`src/rtl/data_bus_arbiter.sv`:
```
// Two-master data bus arbiter with burst fairness.
// Zero-cycle grant, tagged read-return pipeline.
module data_bus_arbiter #(
  parameter int MaxBurst    = 4,
  parameter int ReadLatency = 1
) (
  input  logic        clk,
  input  logic        rst,
  input  logic        m0_req_i,
  input  logic [29:0] m0_addr_i,
  input  logic [31:0] m0_wdata_i,
  input  logic        m0_wr_i,
  input  logic [3:0]  m0_byte_en_i,
  output logic        m0_gnt_o,
  output logic        m0_rvalid_o,
  output logic [31:0] m0_rdata_o,
  input  logic        m1_req_i,
  input  logic [29:0] m1_addr_i,
  input  logic [31:0] m1_wdata_i,
  input  logic        m1_wr_i,
  input  logic [3:0]  m1_byte_en_i,
  output logic        m1_gnt_o,
  output logic        m1_rvalid_o,
  output logic [31:0] m1_rdata_o,
  output logic [29:0] addr_o,
  output logic [31:0] wdata_o,
  output logic        wr_o,
  output logic [3:0]  byte_en_o,
  output logic        addr_strobe_o,
  input  logic [31:0] data_i
);

  localparam int CntW = $clog2(MaxBurst + 1);
  localparam logic [CntW-1:0] MaxCnt = CntW'(MaxBurst);

  typedef enum logic [1:0] {
    OwnNone,
    OwnM0,
    OwnM1
  } owner_t;

  owner_t                 owner;
  logic                   last_winner;
  logic [CntW-1:0]        burst_cnt;
  logic [ReadLatency-1:0] tag_vld;
  logic [ReadLatency-1:0] tag_mst;

  logic win_vld;
  logic win_m;
  logic same_owner;
  logic rd_push;
  logic out_vld;

  // Winner selection: owner keeps the bus until its burst quota runs out
  always_comb begin
    win_vld = 1'b0;
    win_m   = 1'b0;
    unique case (owner)
      OwnM0: begin
        if (m0_req_i && (!m1_req_i || burst_cnt < MaxCnt)) begin
          win_vld = 1'b1;
        end else if (m1_req_i) begin
          win_vld = 1'b1;
          win_m   = 1'b1;
        end
      end
      OwnM1: begin
        if (m1_req_i && (!m0_req_i || burst_cnt < MaxCnt)) begin
          win_vld = 1'b1;
          win_m   = 1'b1;
        end else if (m0_req_i) begin
          win_vld = 1'b1;
        end
      end
      default: begin
        if (m0_req_i && m1_req_i) begin
          win_vld = 1'b1;
          win_m   = ~last_winner;
        end else if (m0_req_i) begin
          win_vld = 1'b1;
        end else if (m1_req_i) begin
          win_vld = 1'b1;
          win_m   = 1'b1;
        end
      end
    endcase
    if (rst) begin
      win_vld = 1'b0;
    end
  end

  assign same_owner = (owner == OwnM0 && !win_m) ||
                      (owner == OwnM1 && win_m);

  assign m0_gnt_o = win_vld & ~win_m;
  assign m1_gnt_o = win_vld & win_m;

  // Slave-side request mux; all zero when the bus is idle
  always_comb begin
    addr_o        = '0;
    wdata_o       = '0;
    wr_o          = 1'b0;
    byte_en_o     = '0;
    addr_strobe_o = win_vld;
    if (win_vld) begin
      addr_o    = win_m ? m1_addr_i    : m0_addr_i;
      wdata_o   = win_m ? m1_wdata_i   : m0_wdata_i;
      wr_o      = win_m ? m1_wr_i      : m0_wr_i;
      byte_en_o = win_m ? m1_byte_en_i : m0_byte_en_i;
    end
  end

  assign rd_push = win_vld & ~wr_o;

  // Read return routed by the tag leaving the pipeline
  assign out_vld     = tag_vld[ReadLatency-1] & ~rst;
  assign m0_rvalid_o = out_vld & ~tag_mst[ReadLatency-1];
  assign m1_rvalid_o = out_vld & tag_mst[ReadLatency-1];
  assign m0_rdata_o  = m0_rvalid_o ? data_i : '0;
  assign m1_rdata_o  = m1_rvalid_o ? data_i : '0;

  // Ownership, burst counting and read-tag shifting
  always_ff @(posedge clk) begin
    if (rst) begin
      owner       <= OwnNone;
      last_winner <= 1'b1;
      burst_cnt   <= '0;
      tag_vld     <= '0;
      tag_mst     <= '0;
    end else begin
      if (!win_vld) begin
        owner     <= OwnNone;
        burst_cnt <= '0;
      end else begin
        owner       <= win_m ? OwnM1 : OwnM0;
        last_winner <= win_m;
        if (!same_owner) begin
          burst_cnt <= CntW'(1);
        end else if (burst_cnt != MaxCnt) begin
          burst_cnt <= burst_cnt + CntW'(1);
        end
      end
      tag_vld[0] <= rd_push;
      tag_mst[0] <= win_m;
      for (int i = 1; i < ReadLatency; i++) begin
        tag_vld[i] <= tag_vld[i-1];
        tag_mst[i] <= tag_mst[i-1];
      end
    end
  end

endmodule

```
`config.mk`:
```
export PLATFORM = sky130hd
export DESIGN_NAME = data_bus_arbiter
export DESIGN_NICKNAME = d
export VERILOG_FILES = /design/src/rtl/data_bus_arbiter.sv
export SDC_FILE = /design/constraint.sdc
export NUM_CORES = 1
export LEC_CHECK = 0
export ABC_AREA = 1
export CAP_MARGIN = 20
export CORE_AREA = 2 2 119 121
export CTS_BUF_LIST = sky130_fd_sc_hd__clkbuf_4
export DETAILED_ROUTE_END_ITERATION = 6
export DIE_AREA = 0 0 121 123
export PLACE_DENSITY = 0.51
export SYNTH_ARGS = -nofsm -noshare
export SYNTH_HDL_FRONTEND = slang
export SYNTH_SLANG_ARGS = --single-unit
```
`constraint.sdc`:
```
create_clock -name clk -period 2.67 [get_ports clk]
set_clock_uncertainty 0.2 [all_clocks]
set_input_delay 0.267 -clock clk [delete_from_list [all_inputs] [get_ports clk]]
set_output_delay 0.267 -clock clk [all_outputs]
set_load 0.02 [all_outputs]
```
# Word-level counts from Yosys, hierarchy flattened
# Index checks and enable logic that the tools add are counted.
[op_classes]
mul = 0
add_sub_neg = 1
muxes = 26
eq_ne = 4
reduce_logical = 13
n_lt_le_gt_ge = 1
n_shift = 0
div = 0
bitwise = 13
[op_table]
columns = ["cell", "count"]
rows = [
  ["32-bit 2-to-1 mux", 4],
  ["30-bit 2-to-1 mux", 2],
  ["1-bit 2-to-1 mux", 15],
  ["4-bit 2-to-1 mux", 2],
  ["1-bit inverter", 7],
  ["1-bit AND", 6],
  ["1-bit logical AND", 5],
  ["1-bit one-hot mux with 2 select lines", 2],
  ["3-bit by 1-bit adder with 3-bit output, second input constant", 1],
  ["1-bit zero test", 3],
  ["1-bit logical OR", 3],
  ["3-bit < comparator, second input constant", 1],
  ["3-bit != test, second input constant", 1],
  ["3-bit OR reduction", 1],
  ["2-bit by 1-bit equality test with 1-bit output, second input constant", 1],
  ["2-bit equality test, second input constant", 1],
  ["2-bit 2-to-1 mux", 1],
  ["2-bit by 1-bit != test with 1-bit output, second input constant", 1],
  ["2-bit OR reduction", 1],
]
[totals]
memories = 0
regBits = 8
romBits = 0
latchBits = 0
mem_bits_rw = 0
input_bits = 170

# Depth between registers and ports, before layout
[depth]
word_depth = 10
depth_mapped = 13
mapped_depth_nobuf = 11

# Least setup slack after synthesis
# Ideal clock, no wire load.
[synth_path]
path_type = "register -> output"
start = "register owner[0]"
end = "output addr_o[16]"
setup_slack_ns = 0.596
required_time_ns = 2.203
arrival_time_ns = 1.607
path_buffers = 1
stages_incl_launch_ff = 13
path_cell_list = "dfxtp_1 -> inv_1 -> ha_1 -> inv_1 -> nand2_1 -> nand2_1 -> nand2_2 -> nand2_4 -> nand2_1 -> inv_2 -> buf_2 -> nand2_1 -> nand2_1"
[synth_via]
elab_chain_len = 4
elab_cells_between_ends = 7
classes_between = "eq/ne (2); mux (5)"
[synth_rtl]
columns = ["element", "line", "rtl"]
rows = [
  ["start, declared", "42", "owner_t owner;"],
  ["start signal, assigned", "125", "owner <= OwnNone;"],
  ["start signal, assigned", "132", "owner <= OwnNone;"],
  ["start signal, assigned", "135", "owner <= win_m ? OwnM1 : OwnM0;"],
  ["2-bit equality test / 2-bit by 1-bit equality test with 1-bit output (equally long branches)", "58", "unique case (owner)"],
  ["1-bit one-hot mux with 2 select lines", "58", ""],
  ["30-bit 2-to-1 mux / 1-bit 2-to-1 mux (equally long branches)", "106, 87", ""],
  ["30-bit 2-to-1 mux *", "105", "if (win_vld) begin"],
  ["end, declared", "25", "output logic [29:0] addr_o,"],
]
# Every way passes the cells marked *; elsewhere a longest branch is shown, timed or not.

# Worst setup path after layout
[layout_path]
start = "input rst"
end = "output m0_rdata_o[8]"
[layout_via]
elab_chain_len = 4
[layout_rtl]
columns = ["element", "line", "rtl"]
rows = [
  ["start, declared", "8", "input logic rst,"],
  ["1-bit inverter", "116", "assign out_vld = tag_vld[ReadLatency-1] & ~rst;"],
  ["1-bit AND", "116", ""],
  ["1-bit AND", "117", "assign m0_rvalid_o = out_vld & ~tag_mst[ReadLatency-1];"],
  ["32-bit 2-to-1 mux", "119", "assign m0_rdata_o = m0_rvalid_o ? data_i : '0;"],
  ["end, declared", "16", "output logic [31:0] m0_rdata_o,"],
]
# No other way between the ends.

==> metrics.md <==
| Metric | Value |
|---|---|
| Status | finished, final reports clean |
| Multi-input gate area | approximately 1200 sq um |
| Seq cells post-synth | 8 |
| Initial antenna violation count | 0 |
| Max Cap Violations | 0 |
| Core area | between 10,000 and 15,000 sq um |
| FF+latch area | roughly 160 sq um |
| Clk sinks | 8 |
| Nets | 870 |
| Post-Syn Nets | roughly 560 |
| Mapped Area | between 1500 and 2000 sq um |
| Hpwl dp | around 9000 microns |
| Fillcell total | ~1,500 |
| Inserted Clock Buffers | 3 |
| Max-slew headroom | about four fifths |
| Library cells used by synthesis | 19 |
| Yosys warns | 0 |
| Worst IR drop on VDD | 0.125 mV |
| Final setup viols | 0 |
| Die X | between 100 and 150 microns |
| Placed standard-cell area | ~5000 sq um |
| Worst EP required | between 2 and 2.5 ns |
| Peak fanout along the critical path | 32 |
| Worst hold endpoint | last_winner$_SDFFE_PP1P_ |
| Max Fclk | around 380 MHz |
| # port buffers | just over 300 |
| Power consumption | around 0.0015 W |
| CTS Buffer Depth | 2 |
| # IOs | approximately 310 |
| Inst Count DP | 863 |
| Detailed Route WL | between 10,000 and 15,000 microns |
| DR vias/cell | around 3.8 |
| Layout cell share with drive strength beyond 1 | 14.6% |
| Non-Filler Instances | just under 900 |
| Largest net degree at the start of global routing | 43 |
| Routability-driven placement congestion ratio | 0.793 |
| Die area | between 10,000 and 15,000 sq um |
| Sw Share | a little under half |
| Internal power | ~0.0008 W |
| Startpoint Class | input port |
| Worst-Skew Late Latency | ~0.25 ns |
| Root buffer cell | clkbuf_4 |
| Vias in the first global route | about 3,200 |
| GR Overflow Total | 0 |
| Static leakage | between 2 and 3 nW |
| CTS tree | done |
| Reg-to-reg critical path startpoint | owner[0]$_SDFF_PP0_ |
| DRC Markers | 0 |
| Power share of the combinational group | a little over four fifths |
| Post-synthesis sequential area ratio | 9.46% |
| Reg2reg setup slack | ~0.83 ns |
| H-Tree Depth | 1 |
| Total track usage | around 13% |
| Initial DRC Count | 89 |
| RR Endpoint | last_winner$_SDFFE_PP1P_ |
| CTS clk-pin slew, worst paths | ~0.060 ns |
| Worst Hold Class | reg2reg |
| Clock power share | between 6 and 7% |
| Wire per inst | approximately 13 microns |
| Slew @ Worst Pin | between 0.3 and 0.4 ns |
| Unrepaired setup endpoints after global routing | true |
| FF-to-FF path depth | 11 |
| DR pass1 iterations | 4 |
| Worst hold path depth | 2 |
| CP Launch Point | rst |
| Seq pwr share | between 9 and 10% |
| Hold Crit Start | last_winner$_SDFFE_PP1P_ |
| Antenna Nets Post-Route | 0 |
| DR vias | ~3,400 |
| Min cycle time layout | 2.60 ns |
| # diodes | 0 |
| Critical Path End Type | output port |
| Fin Hold WS | approximately 0.31 ns |
| Cell count after synthesis | 384 |
| CP Class | in2out |
| Fin. Hold Viols | 0 |
| Tcrit/Tclk final | a little over nine tenths |
| Worst setup margin | just under 0.07 ns |
| Die Height | around 120 microns |
| Layout overhead on the synthesized area | 198% |
| Initial Util | 12.4% |
| Power per cell area | a little under 300 nW/um^2 |
| Sw Pwr | approximately 0.00068 W |
| Row cnt | 43 |
| Avg Inst Size Synth | 4.41 sq um |
| Pre-CTS WS | -0.0634 ns |
| Post-route cell area | 5040 sq um |
| First-pass GRT wire length | 15,400 microns |
| Max-slew violations | 0 |
| Worst EP arrival | approximately 2.1 ns |
## routing by layer
metal / track usage, % / vias to the layer above / part of all wire, %
met1: 13.6 / 1430 / 37
met3: 2.86 / 8 / 9.6
met4: 2.18 / 0 / 1.3
li1: - / 1720 / -
met5: 0 / - / 0
met2: 26.0 / 200 / 52
## synth_stat cells
library cell  instances  area, sq um
nor2_4                1         11.3
nand2_2               1         6.26
xor2_1                1         8.76
a21oi_1               1         5.00
dfxtp_1               8          160
ha_1                  4         50.1
nand3b_1              1         7.51
nor3_1                3         15.0
inv_1                48          180
nand2_1             212          796
clkbuf_1              6         22.5
buf_6                 3         33.8
buf_4                 4         30.0
nand2_4               1         11.3
nand3_1               5         25.0
nor2_1               73          274
o21ai_0               2         10.0
buf_2                 7         35.0
inv_2                 3         11.3
## layout make-up
cell class	instances	area share, %
clock buffer	3	0.446
tap	180	4.46
timing repair buffer	327	63.8
sequential	8	3.20
multi-input combinational	305	24.2
inverter	51	3.84
## per-stage QoR
| stage | TNS, ns | utilization [%] |
|---|---|---|
| 3_3_place_gp | -0.217 | 36.9 |
| 4_1_cts | 0 | 35.9 |
| 3_5_place_dp | -0.726 | 36.9 |
| 6_report | 0 | 37.1 |
| 5_1_grt | -0.720 | 37.1 |
| 2_1_floorplan | 0 | - |
## repair_timing
item	4_1_cts	5_1_grt
setup endpoints to repair	69	107
setup buffers	1	0
resized for setup	242	40
hold buffers	0	0
cloned	1	6
pin swaps	1	2
## worst max-delay path: stages
cell,delay [ns]
clkdlybuf4s50_1,0.49
nor3_1,0.33
inv_1,0.13
buf_12,0.18
nor2_1,0.10
clkdlybuf4s50_1,0.62
## registers in the layout (all words and copies together) (netlist names)
register / cells
burst_cnt: 3
owner: 2
last_winner: 1
tag_mst: 1
tag_vld: 1
## how the worst max path moves through the flow
stage / to / slack [ns] / cells after the start
floorplan: addr_o[16] / 0.60 / 12
global placement: byte_en_o[3] / -0.06 / 11
CTS: wdata_o[5] / 0.0008 / 13
detailed placement: byte_en_o[3] / -0.06 / 11
global route: m1_rdata_o[31] / -0.05 / 6
finish: m0_rdata_o[8] / 0.07 / 6
## power groups by stage
stage | Clock, W | Combinational (W) | Sequential (W)
floorplan | 0 | 0.000536 | 0.000144
global placement | 0 | 0.00123 | 0.000145
detailed placement | 0 | 0.00123 | 0.000146
CTS | 0.0000994 | 0.00115 | 0.000144
global route | 0.000104 | 0.00133 | 0.000146
finish | 0.0000957 | 0.00123 | 0.000144
## cell families (layout without fill, tap and decap cells)
family | count (synthesis) | in the layout | synth area share [%]
flops | 8 | 8 | 9.46
compound gates | 3 | 3 | 0.887
fa+ha+maj | 4 | 4 | 2.96
buf+inv | 71 | 381 | 18.5
xor+xnor | 1 | 1 | 0.517
simple gates | 297 | 297 | 67.7
## cells in the final DEF, fill, tap and decap left out, types with 2 or more instances in the layout
cell	count
nand3_1	5
buf_2	26
buf_12	6
buf_4	28
inv_2	3
nand2_1	211
nand2_2	2
clkbuf_4	4
dfxtp_1	7
inv_1	47
nor3_1	3
ha_1	4
clkdlybuf4s15_2	13
clkbuf_16	6
clkbuf_2	7
nor2_1	73
clkdlybuf4s50_1	236
o21ai_0	2
(Power assumes the default switching activity.)
